==> config.mk <==
export PLATFORM = sky130hd
export DESIGN_NAME = pad_reader
export DESIGN_NICKNAME = d
export VERILOG_FILES = /design/src/rtl/pad_reader.sv
export SDC_FILE = /design/constraint.sdc
export NUM_CORES = 1
export LEC_CHECK = 0
export ABC_AREA = 1
export BUFFER_PORTS_ARGS = -buffer_cell sky130_fd_sc_hd__buf_4
export CAP_MARGIN = 20
export CORE_ASPECT_RATIO = 1.25
export CORE_MARGIN = 3
export CORE_UTILIZATION = 40
export CTS_BUF_LIST = sky130_fd_sc_hd__clkbuf_8 sky130_fd_sc_hd__clkbuf_16
export CTS_CLUSTER_SIZE = 28
export DETAILED_ROUTE_END_ITERATION = 12
export PLACE_DENSITY = 0.61
export SLEW_MARGIN = 20
export SYNTH_ARGS = -nofsm -noshare
export SYNTH_HDL_FRONTEND = slang
export SYNTH_SLANG_ARGS = --single-unit
==> constraint.sdc <==
create_clock -name clk -period 1.88 [get_ports clk]
set_input_delay 0.094 -clock clk [delete_from_list [all_inputs] [get_ports clk]]
set_output_delay 0.094 -clock clk [all_outputs]
set_load 0.005 [all_outputs]
==> src/rtl/pad_reader.sv <==
// rtl/pad_reader.sv - NES-style pad serial reader; optional PAD_EDGE_EN macro adds press-edge output
module pad_reader #(
    parameter int LATCH_CYCLES = 1200,
    parameter int HALF_CYCLES  = 600,
    parameter int POLL_CYCLES  = 1666667
) (
    input  logic       clk,
    input  logic       reset_n,
    input  logic       pad_data,
    output logic       pad_latch,
    output logic       pad_clk,
    output logic [7:0] buttons,
    output logic       buttons_valid,
    output logic [7:0] buttons_pressed
);

    // The phase counter is shared by LATCH and both pad_clk halves, so it is
    // sized for the longer of the two durations.
    localparam int PHASE_MAX = (LATCH_CYCLES > HALF_CYCLES) ? LATCH_CYCLES : HALF_CYCLES;
    localparam int PHASE_W   = (PHASE_MAX > 1) ? $clog2(PHASE_MAX) : 1;
    localparam int POLL_W    = (POLL_CYCLES > 1) ? $clog2(POLL_CYCLES) : 1;

    localparam logic [PHASE_W-1:0] LATCH_LAST = PHASE_W'(LATCH_CYCLES - 1);
    localparam logic [PHASE_W-1:0] HALF_LAST  = PHASE_W'(HALF_CYCLES - 1);
    localparam logic [POLL_W-1:0]  POLL_LAST  = POLL_W'(POLL_CYCLES - 1);

    localparam logic [2:0] IDLE   = 3'd0;
    localparam logic [2:0] LATCH  = 3'd1;
    localparam logic [2:0] CLK_LO = 3'd2;
    localparam logic [2:0] CLK_HI = 3'd3;
    localparam logic [2:0] DONE   = 3'd4;

    logic [2:0]         state;
    logic [PHASE_W-1:0] phase_cnt;
    logic [POLL_W-1:0]  poll_cnt;
    logic [2:0]         bit_idx;
    logic [7:0]         shift_q;
    logic [1:0]         sync_q;
    logic               data_s;
    logic               poll_wrap;

    assign data_s    = sync_q[1];
    assign poll_wrap = (poll_cnt == POLL_LAST);

    // Pad strobes are decoded straight from the state register.
    assign pad_latch = (state == LATCH);
    assign pad_clk   = (state == CLK_HI);

    // Two-flop synchronizer; resets to the idle (released) level of the line.
    always_ff @(posedge clk) begin
        if (!reset_n) begin
            sync_q <= 2'b11;
        end else begin
            sync_q <= {sync_q[0], pad_data};
        end
    end

    // Free-running poll counter; starting at the wrap value makes the first
    // frame begin right after reset is released.
    always_ff @(posedge clk) begin
        if (!reset_n) begin
            poll_cnt <= POLL_LAST;
        end else if (poll_wrap) begin
            poll_cnt <= '0;
        end else begin
            poll_cnt <= poll_cnt + POLL_W'(1);
        end
    end

    // Frame sequencer: latch pulse, then eight low/high pad_clk phases.
    // Each bit is sampled at the end of its low phase, after the pad output
    // has had a full half-period to settle through the synchronizer.
    always_ff @(posedge clk) begin
        if (!reset_n) begin
            state     <= IDLE;
            phase_cnt <= '0;
            bit_idx   <= '0;
            shift_q   <= '0;
        end else begin
            case (state)
                IDLE: begin
                    phase_cnt <= '0;
                    if (poll_wrap) begin
                        state <= LATCH;
                    end
                end
                LATCH: begin
                    if (phase_cnt == LATCH_LAST) begin
                        state     <= CLK_LO;
                        phase_cnt <= '0;
                        bit_idx   <= '0;
                    end else begin
                        phase_cnt <= phase_cnt + PHASE_W'(1);
                    end
                end
                CLK_LO: begin
                    if (phase_cnt == HALF_LAST) begin
                        shift_q[bit_idx] <= ~data_s;
                        phase_cnt        <= '0;
                        state            <= (bit_idx == 3'd7) ? DONE : CLK_HI;
                    end else begin
                        phase_cnt <= phase_cnt + PHASE_W'(1);
                    end
                end
                CLK_HI: begin
                    if (phase_cnt == HALF_LAST) begin
                        phase_cnt <= '0;
                        bit_idx   <= bit_idx + 3'd1;
                        state     <= CLK_LO;
                    end else begin
                        phase_cnt <= phase_cnt + PHASE_W'(1);
                    end
                end
                DONE: begin
                    state <= IDLE;
                end
                default: begin
                    state <= IDLE;
                end
            endcase
        end
    end

    // Whole-frame update of the visible button state plus its strobe.
    always_ff @(posedge clk) begin
        if (!reset_n) begin
            buttons       <= 8'h00;
            buttons_valid <= 1'b0;
        end else begin
            buttons_valid <= (state == DONE);
            if (state == DONE) begin
                buttons <= shift_q;
            end
        end
    end

`ifdef PAD_EDGE_EN
    logic [7:0] pressed_q;

    // Newly pressed buttons, compared against the state being replaced.
    always_ff @(posedge clk) begin
        if (!reset_n) begin
            pressed_q <= 8'h00;
        end else if (state == DONE) begin
            pressed_q <= shift_q & ~buttons;
        end else begin
            pressed_q <= 8'h00;
        end
    end

    assign buttons_pressed = pressed_q;
`else
    assign buttons_pressed = 8'h00;
`endif

endmodule

==> Word-level counts from Yosys, hierarchy flattened <==
Cells that the tools add are included.
{ "op_classes": {"eq_ne": 12, "n_bitwise": 2, "addsub": 3, "reduce_logical": 9, "magnitude_cmp": 2, "n_mux": 16} }
{ "op_table": {"columns": ["operator", "n"], "rows": [
  ["$pmux 11 s3", 1],
  ["$mux 11", 2],
  ["$add 21x1->21 const B", 1],
  ["$eq 21x21->1 const B", 1],
  ["$mux 21", 1],
  ["$mux 3", 7],
  ["$pmux 3 s4", 1],
  ["$add 11x1->11 const B", 1],
  ["$eq 11x10->1 const B", 1],
  ["$eq 11x11->1 const B", 1],
  ["$bwmux 8", 1],
  ["$eq 3x2->1 const B", 2],
  ["$eq 3x3->1 const B", 2],
  ["$pmux 3 s2", 1],
  ["$lt 3x4->1 const B", 1],
  ["$ne 2x1->1 const B", 2],
  ["$ne 2x2->1 const B", 2],
  ["$reduce_and 4->1", 1],
  ["$reduce_or 2->1", 2],
  ["$add 3x1->3 const B", 1],
  ["$demux 1 s3", 1],
  ["$eq 3x1->1 const B", 1],
  ["$ge 3x1->1 const B", 1],
  ["$logic_not 3->1", 1],
  ["7 further kinds", 8]
]} }
{ "word_totals": {"out_inout_bits": 19, "inputBits": 3, "word_cells": 53, "register_bits": 57} }

==> Longest topological paths before layout <==
{ "depth": {"ltp_word": 5, "mapped_depth": 11, "mapped_depth_nobuf": 11} }

==> Least setup slack after synthesis <==
No wires, ideal clock.
{ "synth_timing": {"kind": "flip-flop to flip-flop", "start": "reg phase_cnt[0]", "end": "reg phase_cnt[6]", "path_buffers": 0, "setup_time_ps": 109, "required_time_ps": 1771, "path_slack_ps": 406, "stages_incl_launch_ff": 11, "t_arrival_ps": 1365, "cell_sequence": "dfxtp_1 -> ha_1 -> nand3_1 -> nor2_1 -> nand2_1 -> nand2_1 -> nand2_1 -> inv_2 -> nand2_1 -> nand2_1 -> inv_1"} }
{ "synth_between": {"elab_chain_len": 3} }
{ "synth_lines": {"columns": ["item", "line_no", "text"], "rows": [
  ["start: declaration", "34", "logic [PHASE_W-1:0] phase_cnt;"],
  ["start signal: assignment", "93", "phase_cnt <= phase_cnt + PHASE_W'(1);"],
  ["start signal: assignment", "102", "phase_cnt <= phase_cnt + PHASE_W'(1);"],
  ["start signal: assignment", "111", "phase_cnt <= phase_cnt + PHASE_W'(1);"],
  ["$add 11x1->11 (tied with other cells)", "93, 102, 111", null],
  ["$mux 11 (on tied branches)", "97, 106, 88", null],
  ["$pmux 11 s3 (*)", "80", "case (state)"]
]} }
Mark *: on every way between the ends. The rest lies on a longest branch, timed or not.
A chain may end at the register's enable or synchronous reset.

==> Worst setup path in the final report <==
{ "layout_timing": {"start": "reg phase_cnt[0]", "end": "reg bit_idx[2]"} }
{ "layout_between": {"elab_chain_len": 3} }
{ "layout_lines": {"columns": ["item", "line_no", "text"], "rows": [
  ["$eq 11x10->1 or $eq 11x11->1 (tied branches)", "106, 88", null],
  ["$ne 2x1->1 (no source line)", null, null],
  ["$reduce_and 3->1 (no source line) (*)", null, null],
  ["end signal: assignment", "108", "bit_idx <= bit_idx + 3'd1;"],
  ["end: declaration", "36", "logic [2:0] bit_idx;"]
]} }
Marked as above.

==> out/qor.yml <==
cpMaxStageDelayCell: "dfxtp_1"
ir_drop_mv: 0.537
insertion_delay_ns: 0.34
pin_count: 22
crit_arrival_ns: 1.89
synth_top_area_share_pct: 37.5
ys_top_cells_by_area: "dfxtp_1 38%, nand2_1 14%, nor2_1 10%"
critPathBufInv: 1
yosysSeqAreaShare_pct: 37.5
grt_pass1_vias: 2886
drcViolationCount: 0
dr_wl_met2_um: 3510
cp.required_ns: 2.11
core_um2: 7190
place_hpwl_um: 5350
vias_per_cell: 5.06
met3_wirelength_um: 327
ys_types: 31
cts.path.max_buffers: 2
drt-met1-wl_um: 3310
antenna_found_initial: 0
postPlaceCellArea_um2: 3260
die_x_um: 84.0
cp-start-kind: "flip-flop"
rows: 34
critPathMostFrequentCell: "nor2_1"
ant_nets: 0
dr.max_layer_used: "met4"
period_minus_slack_ns: 1.65
worst_setup_path_end_kind: "flip-flop"
setup_viol: 0
crit_fanout: 6
first_iter_violations: 150
clock_skew_ns: 0.00735
multiInputGateArea_um2: 1620
fillCellCount: 772
area_growth_pct: 15.1
syn_avg_cell_area_um2: 6.45
syn-instance-count: 471
cts_sinks: 57
grt_max_degree: 21
syn_area_um2: 3040
hp-class: "in -> reg"
gp_congestion: 0.896
fmax_ghz: 0.605
layout-drive-gt1-share_pct: 11.1
worstSetupPathType: "reg -> reg"
rsz0062_at_grt: "false"
final_common_cell: "nand2_1"
crit_chain: "ha_1, nand3_1, nor2_1, nand2_1, o21ai_1, inv_1, nor2_1, nor2_1"
num_antenna_cells: 0
routedWlPerCell_um: 12.3
yosysTopAreaCell: "dfxtp_1"
critPathMaxStageDelay_ns: 0.41
ys_ff_latch: 57
final.period_utilization_pct: 88.0
cts_inserted_buffers: 9
drt_first_pass_iters: 4
nNetsFinal: 506
vias: 3003
powerDensity_nw_per_um2: 1060
start_util_pct: 42.3
status: "complete, no violations"
port_buffers: 13
leakage_nw: 1.65
clk_pin_slew_ns: 0.07
fp.dieH_um: 103
routed_wl_um: 7300
most-common-layout-cells: "113 x nand2_1, 81 x nor2_1, 57 x dfxtp_1"
final_max_slew_viol_count: 0
htreeDepth: 3
hold_viol: 0
track_usage_pct: 17.8
post-route-cell-area_um2: 3500
yosysWarnings: 0
dieArea_um2: 8690
cts_tree: "done"
root_buffer: "clkbuf_8"
drv_cap: 0
setup_tns_ns: 0
cpLargestDelayFamily: "simple AND/OR/NAND/NOR gates"
grt_overflow_total: 0
ff_latch_area_um2: 1140
grt_pass1_wl_um: 12500
==> layer usage <==
metal,track usage [%],vias to the layer above
met1,20.7,1352
met3,4.75,21
li1,-,1556
met2,30.5,74
met4,9.16,0
met5,0,-
==> worst register-to-register path, cell delays in order, from the launching register on <==
cell,delay [ns]
dfxtp_1,0.41
ha_1,0.25
nand3_1,0.14
nor2_1,0.12
nand2_1,0.10
o21ai_1,0.26
inv_1,0.12
nor2_1,0.10
nor2_1,0.05
==> path summary, 6_finish.rpt <==
check / start / end / slack, ns / depth (start not counted)
setup reg to reg: phase_cnt[0] / bit_idx[2] / 0.23 / 8
hold / removal: reset_n / poll_cnt[6] / 0.05 / 2
hold reg to reg: sync_q[0] / sync_q[1] / 0.43 / 1
setup / recovery: phase_cnt[0] / bit_idx[2] / 0.23 / 8
==> synthesized netlist by cell type (all sizes together) <==
cell type	instances
and2	1
ha	5
nand4	20
nor2	85
nand2	116
xor2	2
clkbuf	6
nor3b	2
o21ai	23
conb	1
o211ai	1
a211oi	1
buf	8
dfxtp	57
nor4	1
inv	58
a21oi	22
or2	2
a21o	1
o21bai	1
clkinv	1
nor3	15
nand3	42
==> kinds of logic after synthesis <==
family                   share of synthesized area [%]
AND/OR/NAND/NOR                                   41.3
buffers and inverters                             10.0
flip-flops                                        37.5
AO/OA/AOI/OAI                                     8.40
adder cells (fa/ha/maj)                           2.06
XOR/XNOR                                         0.576
other                                            0.123
==> power breakdown <==
group | internal [mW] | switching, mW | total (mW)
sequential | 1.32 | 0.122 | 1.44
combinational | 0.330 | 0.603 | 0.934
clock | 0.757 | 0.560 | 1.32
total | 2.41 | 1.29 | 3.69
==> area by class of cell <==
type,instances,share of cell area [%]
timing repair buffer,23,5.01
clock inverter,7,2.90
tap,90,3.22
clock buffer,9,3.54
multi-input combinational,348,46.4
sequential,57,32.6
inverter,59,6.33
==> through the flow <==
stage | instances | hold WS (ns) | util (%) | total power, mW | setup slack, ns
after global routing | 593 | 0.0602 | 48.7 | 3.95 | 0.00592
after CTS | 593 | 0.0457 | 48.6 | 3.72 | 0.145
after detailed placement | 576 | 0.295 | 45.4 | 2.38 | 0.144
after global placement | 576 | 0.285 | 45.4 | 2.37 | 0.208
after floorplan | 478 | 0.201 | - | 2.13 | 0.406
final | 593 | 0.0534 | 48.7 | 3.69 | 0.226
==> repair_timing <==
action / 4_1_cts / 5_1_grt
gates resized for setup: 0 / 1
setup buffers: 0 / 0
hold endpoints to repair: 1 / 0
setup endpoints to repair: 0 / 7
hold buffers: 1 / 0
==> sequential cells by signal (all words and copies together), names as in the netlist <==
signal / cells
buttons_valid: 1
phase_cnt: 11
poll_cnt: 21
buttons: 8
sync_q: 2
shift_q: 8
bit_idx: 3
state: 3
(Power assumes the default switching activity.)
